--- src/rtl/id_ex_interlock.sv ---
// ID/EX pipeline register with load-use interlock: inserts one bubble behind a load
// whose result is needed next, holds on memory stalls, squashes on flush.
module id_ex_interlock #(
  parameter int CNT_WIDTH = 16
) (
  input  logic                 clk,
  input  logic                 reset,
  input  logic                 id_valid,
  input  logic [2:0]           id_SR1,
  input  logic [2:0]           id_SR2,
  input  logic [2:0]           id_DR,
  input  logic                 id_sr1_needed,
  input  logic                 id_sr2_needed,
  input  logic                 id_dr_needed,
  input  logic                 id_is_load,
  input  logic [15:0]          id_pc,
  input  logic [15:0]          id_sr1_data,
  input  logic [15:0]          id_sr2_data,
  input  logic [15:0]          id_ctrl,
  input  logic                 mem_stall,
  input  logic                 flush,
  output logic                 id_ex_valid,
  output logic                 id_ex_is_load,
  output logic [2:0]           id_ex_SR1,
  output logic [2:0]           id_ex_SR2,
  output logic [2:0]           id_ex_DR,
  output logic                 id_ex_sr1_needed,
  output logic                 id_ex_sr2_needed,
  output logic                 id_ex_dr_needed,
  output logic [15:0]          id_ex_pc,
  output logic [15:0]          id_ex_sr1_data,
  output logic [15:0]          id_ex_sr2_data,
  output logic [15:0]          id_ex_ctrl,
  output logic                 stall_if_id,
  output logic                 load_reg,
  output logic [CNT_WIDTH-1:0] bubble_count,
  output logic [1:0]           state
);

  // state     | meaning
  // RUN       | pipeline advancing normally
  // LU_BUBBLE | one bubble sits in ID/EX behind a load; dependent instruction held in ID
  // MEM_HOLD  | data memory busy, every stage frozen
  typedef enum logic [1:0] {
    RUN       = 2'b00,
    LU_BUBBLE = 2'b01,
    MEM_HOLD  = 2'b10
  } state_t;

  state_t               r_state;
  state_t               w_state_next;
  logic                 w_hazard;
  logic                 w_sr1_match;
  logic                 w_sr2_match;
  logic                 w_stall;
  logic                 w_cnt_sat;

  logic                 r_valid;
  logic                 r_is_load;
  logic [2:0]           r_sr1;
  logic [2:0]           r_sr2;
  logic [2:0]           r_dr;
  logic                 r_sr1_needed;
  logic                 r_sr2_needed;
  logic                 r_dr_needed;
  logic [15:0]          r_pc;
  logic [15:0]          r_sr1_data;
  logic [15:0]          r_sr2_data;
  logic [15:0]          r_ctrl;
  logic [CNT_WIDTH-1:0] r_bubble_count;

  assign w_sr1_match = id_sr1_needed && (id_SR1 == r_dr);
  assign w_sr2_match = id_sr2_needed && (id_SR2 == r_dr);
  assign w_hazard    = id_valid && r_valid && r_is_load && r_dr_needed &&
                       (w_sr1_match || w_sr2_match);
  assign w_cnt_sat   = &r_bubble_count;

  always_ff @(posedge clk) begin
    if (reset) r_state <= RUN;
    else       r_state <= w_state_next;
  end

  always_comb begin
    w_state_next = RUN;
    w_stall      = 1'b0;
    if (flush) begin
      w_state_next = RUN;
    end else if (mem_stall) begin
      w_state_next = MEM_HOLD;
      w_stall      = 1'b1;
    end else if (w_hazard) begin
      w_state_next = LU_BUBBLE;
      w_stall      = 1'b1;
    end
    if (reset) w_stall = 1'b0;
  end

  always_ff @(posedge clk) begin
    if (reset) begin
      r_valid      <= 1'b0;
      r_is_load    <= 1'b0;
      r_sr1        <= 3'd0;
      r_sr2        <= 3'd0;
      r_dr         <= 3'd0;
      r_sr1_needed <= 1'b0;
      r_sr2_needed <= 1'b0;
      r_dr_needed  <= 1'b0;
      r_pc         <= 16'd0;
      r_sr1_data   <= 16'd0;
      r_sr2_data   <= 16'd0;
      r_ctrl       <= 16'd0;
    end else if (flush || (!mem_stall && w_hazard)) begin
      // squash or bubble: only the qualifiers matter, payload fields are left as-is
      r_valid      <= 1'b0;
      r_is_load    <= 1'b0;
      r_sr1_needed <= 1'b0;
      r_sr2_needed <= 1'b0;
      r_dr_needed  <= 1'b0;
    end else if (!mem_stall) begin
      r_valid      <= id_valid;
      r_is_load    <= id_is_load && id_valid;
      r_sr1        <= id_SR1;
      r_sr2        <= id_SR2;
      r_dr         <= id_DR;
      r_sr1_needed <= id_sr1_needed && id_valid;
      r_sr2_needed <= id_sr2_needed && id_valid;
      r_dr_needed  <= id_dr_needed && id_valid;
      r_pc         <= id_pc;
      r_sr1_data   <= id_sr1_data;
      r_sr2_data   <= id_sr2_data;
      r_ctrl       <= id_ctrl;
    end
  end

  always_ff @(posedge clk) begin
    if (reset) begin
      r_bubble_count <= '0;
    end else if (!flush && !mem_stall && w_hazard && !w_cnt_sat) begin
      r_bubble_count <= r_bubble_count + 1'b1;
    end
  end

  assign id_ex_valid      = r_valid;
  assign id_ex_is_load    = r_is_load;
  assign id_ex_SR1        = r_sr1;
  assign id_ex_SR2        = r_sr2;
  assign id_ex_DR         = r_dr;
  assign id_ex_sr1_needed = r_sr1_needed;
  assign id_ex_sr2_needed = r_sr2_needed;
  assign id_ex_dr_needed  = r_dr_needed;
  assign id_ex_pc         = r_pc;
  assign id_ex_sr1_data   = r_sr1_data;
  assign id_ex_sr2_data   = r_sr2_data;
  assign id_ex_ctrl       = r_ctrl;
  assign stall_if_id      = w_stall;
  assign load_reg         = !mem_stall;
  assign bubble_count     = r_bubble_count;
  assign state            = r_state;

endmodule
--- config.mk ---
export PLATFORM = sky130hd
export DESIGN_NAME = id_ex_interlock
export DESIGN_NICKNAME = d
export VERILOG_FILES = /design/src/rtl/id_ex_interlock.sv
export SDC_FILE = /design/constraint.sdc
export NUM_CORES = 1
export LEC_CHECK = 0
export CORE_UTILIZATION = 40
export DETAILED_ROUTE_END_ITERATION = 16
export PLACE_DENSITY = 0.75
export SYNTH_ARGS = -nofsm -noshare
export SYNTH_HDL_FRONTEND = slang
export SYNTH_SLANG_ARGS = --single-unit
--- constraint.sdc ---
create_clock -name clk -period 2.2 [get_ports clk]
set_input_delay 0.44 -clock clk [delete_from_list [all_inputs] [get_ports clk]]
set_output_delay 0.44 -clock clk [all_outputs]
set_load 0.03 [all_outputs]
==> key figures <==
Place
  – Port bufs: between 150 and 200
  – Placed Instance Area: 6430 um^2
  – Dpl hpwl: 8170 um
  – Dpl cells: around 760
  – Placer Congestion: roughly 0.77
  – Placement Setup Slack: -0.533 ns

Logic synthesis
  – Synth top area share: 0.437
  – Syn nets: approximately 540
  – Seq/Total Area, Yosys: 0.437
  – Avg Cell Area, Syn: 9.60 um^2
  – Synth Warn #: 0
  – Top_reg_cell synth: dfxtp_1
  – Synth Instances: ~460
  – EDFF count, synth: 0
  – Synth area leader: dfxtp_1
  – Synth area leaders: dfxtp_1 44%, nand2b_1 21%, mux2i_1 17%
  – Top-count cell post-synth: nand2b_1
  – Area of the mapped netlist: 4400 um^2
  – Cell variety after synth: 29
  – Post-synthesis register bit count: 96
  – Async S/R FF share, synth: 0
  – Commonest cells post-synth: 146 x nand2b_1, 96 x dfxtp_1, 73 x mux2i_1

Clock network
  – H-tree Lvls: 3
  – Hold Buf Count CTS: 0
  – Worst skew pair latency: 0.36 ns
  – CTS Sinks: 96
  – CTS root buffer: clkbuf_8
  – Clock buffer depth: 2
  – TritonCTS Buffers: 9
  – CTS tree: yes
  – Clock transition at path regs: approximately 0.09 ns

Power
  – Power, Total: around 4 mW
  – Lkg Pwr: ~2.5 nW
  – Power per cell area: approximately 580 nW/um^2
  – Peak supply drop: 0.406 mV

Cells and area
  – Final #Nets: 730
  – Fraction of layout cells with a size suffix above 1: 0.117
  – P&R area growth vs syn: 57.3%
  – Final cell utilization of the core: 0.658
  – Antenna Cells: 0
  – Fin area: just under 7000 um^2
  – Fin cells: 788
  – Fillers: 844

Worst setup path
  – RR Endpoint: bubble_count[4]$_SDFFE_PP0P_
  – Worst EP required: around 1.8 ns
  – Critical path's largest stage delay: about 0.48 ns
  – Top delay family on crit path: buffers and inverters
  – Arrival @ worst endpoint: roughly 1.8 ns
  – R2R cell count: 7
  – Crit path buf inv count: 3
  – Crit-path slowest cell: clkdlybuf4s50_1
  – Crit path cell chain: clkdlybuf4s50_1, nand4_1, buf_4, a21oi_4, nor2_2, nor3_2, buf_4
  – Reg2reg start: id_ex_DR[2]$_SDFFE_PP0P_
  – Most prevalent standard cell on the critical path: buf_4
  – Worst Setup End Kind: output pin
  – Critical path class: in2out
  – Setup slack, reg-to-reg: about 0.020 ns
  – Worst Path Max Fanout: 3
  – Startpoint types: input pin

Die
  – Initial core utilization: 0.418
  – Die extent in x: about 110 um
  – I/O pin count: 180
  – Chip height: around 110 um
  – Row cnt: 37
  – Core Region: 10,500 um^2
  – Die area: 11,400 um^2

Global route
  – Vias in the first global route: roughly 3,800
  – Initial antenna violation count: 0
  – Congestion Overflow GR: 0
  – Global Route Usage Sum: 0.201
  – First-pass GRT wire length: ~18,000 um
  – Largest net degree at the start of global routing: 65

STA
  – Max-Slew Margin vs Limit: 0.578
  – Crit share post-route: 0.995
  – Fmax: between 400 and 500 MHz
  – Hold slack: between 0.4 and 0.5 ns
  – Fin crit period: between 2 and 2.5 ns
  – Layout Skew: 0.00798 ns
  – Slew @ Worst Pin: roughly 0.63 ns
  – Final hold viol count: 0
  – Final Setup Violations: 0
  – RSZ-0062 raised after global routing: true
  – Final slew viol count: 0
  – TNS Setup: 0 ns
  – Setup WS post-layout: between 0.01 and 0.015 ns

Hold path
  – Hold Crit Start: id_ex_pc[1]$_SDFFE_PP0P_
  – Hold path depth: 2
  – WHS Endpoint: id_ex_pc[1]$_SDFFE_PP0P_
  – Hold Path Class: reg2reg

Routing
  – Vias/cell: 4.86
  – Via Count: between 3,000 and 4,000
  – Pre-antenna DRT Iters: 4
  – Antenna Nets Post-Route: 0
  – Final wirelength: about 11,000 um
  – Drt initial violations: approximately 160
  – Post-route DRC: 0
  – WL per Instance: about 14 um

Flow run
  – Max_cap viols: 0

Run status
  – Status: finished clean
[worst min-delay path: cells and delay by family, from the launching register on]
family / cells / cell delay, ns
simple gates: 1 / 0.06
flops: 1 / 0.32
mux: 1 / 0.05
[what timing repair did]
action / in CTS / in global routing
pin swaps: 9 / 13
cloned: 0 / 1
endpoints found under the setup margin: 13 / 8
endpoints found under the hold margin: 0 / 0
gates resized for setup: 21 / 23
setup buffers: 5 / 4
[how the worst max path moves through the flow]
stage                                  start                       endpoint  slack (ns)  cells after the start
floorplan           id_ex_DR[0]$_SDFFE_PP0P_  bubble_count[10]$_SDFFE_PP0P_        0.01                      6
global placement                   id_SR1[1]  bubble_count[14]$_SDFFE_PP0P_       -0.49                      7
detailed placement                 id_SR1[1]  bubble_count[13]$_SDFFE_PP0P_       -0.53                      7
CTS                 id_ex_DR[0]$_SDFFE_PP0P_   bubble_count[5]$_SDFFE_PP0P_      -0.003                      7
global route        id_ex_DR[2]$_SDFFE_PP0P_                    stall_if_id       -0.04                      7
finish                              id_valid                    stall_if_id        0.01                      7
[cell families after synthesis]
kind of cell / count (synthesis) / share of synthesized area
buf+inv: 37 / 0.0344
flops: 96 / 0.437
simple gates: 205 / 0.286
xor+xnor: 6 / 0.0120
compound gates: 38 / 0.0561
mux: 75 / 0.171
fa+ha+maj: 1 / 0.00285
[report_power, final]
group,internal [mW],switching [mW]
sequential,1.81,0.0410
clock,0.816,0.614
combinational,0.386,0.336
total,3.01,0.991
[cell usage in the layout, fill, tap and decap left out, drive strengths merged, types with 2 or more instances in the layout]
cell type and n:
a21oi 16, a2bb2oi 5, and4 3, buf 34, bufinv 3, clkbuf 12
clkdlybuf4s50 168, dfxtp 96, dlygate4sd2 8, inv 4, mux2 2, mux2i 73
nand2 8, nand2b 146, nand3 6, nand4 6, nor2 8, nor2b 3
nor3 8, o21ai 4, o31ai 11, or3 2, or4 12, xnor2 6
[registers in the layout, summed over array words and instances, names as in the netlist]
register          count
id_ex_SR2             3
id_ex_valid           1
id_ex_sr1_needed      1
id_ex_sr1_data       16
state                 2
id_ex_pc             16
id_ex_sr2_data       16
id_ex_SR1             3
id_ex_dr_needed       1
id_ex_is_load         1
id_ex_ctrl           16
bubble_count         16
id_ex_DR              3
id_ex_sr2_needed      1
[layer usage]
layer	vias to the layer above	part of all wire	global-route usage
li1	1933	-	-
met1	1750	0.41	0.227
met2	134	0.47	0.334
met3	11	0.096	0.0857
met4	0	0.016	0.0783
met5	-	0	0
[cell type report]
type	instances	area, um^2	area share
multi-input combinational	325	2450	0.354
clock buffer	11	151	0.0219
sequential	96	1930	0.280
inverter	4	15.0	0.00217
timing repair buffer	211	2100	0.303
tap	136	170	0.0246
clock inverter	5	103	0.0148
No activity file was read; power rests on OpenSTA's default activity.
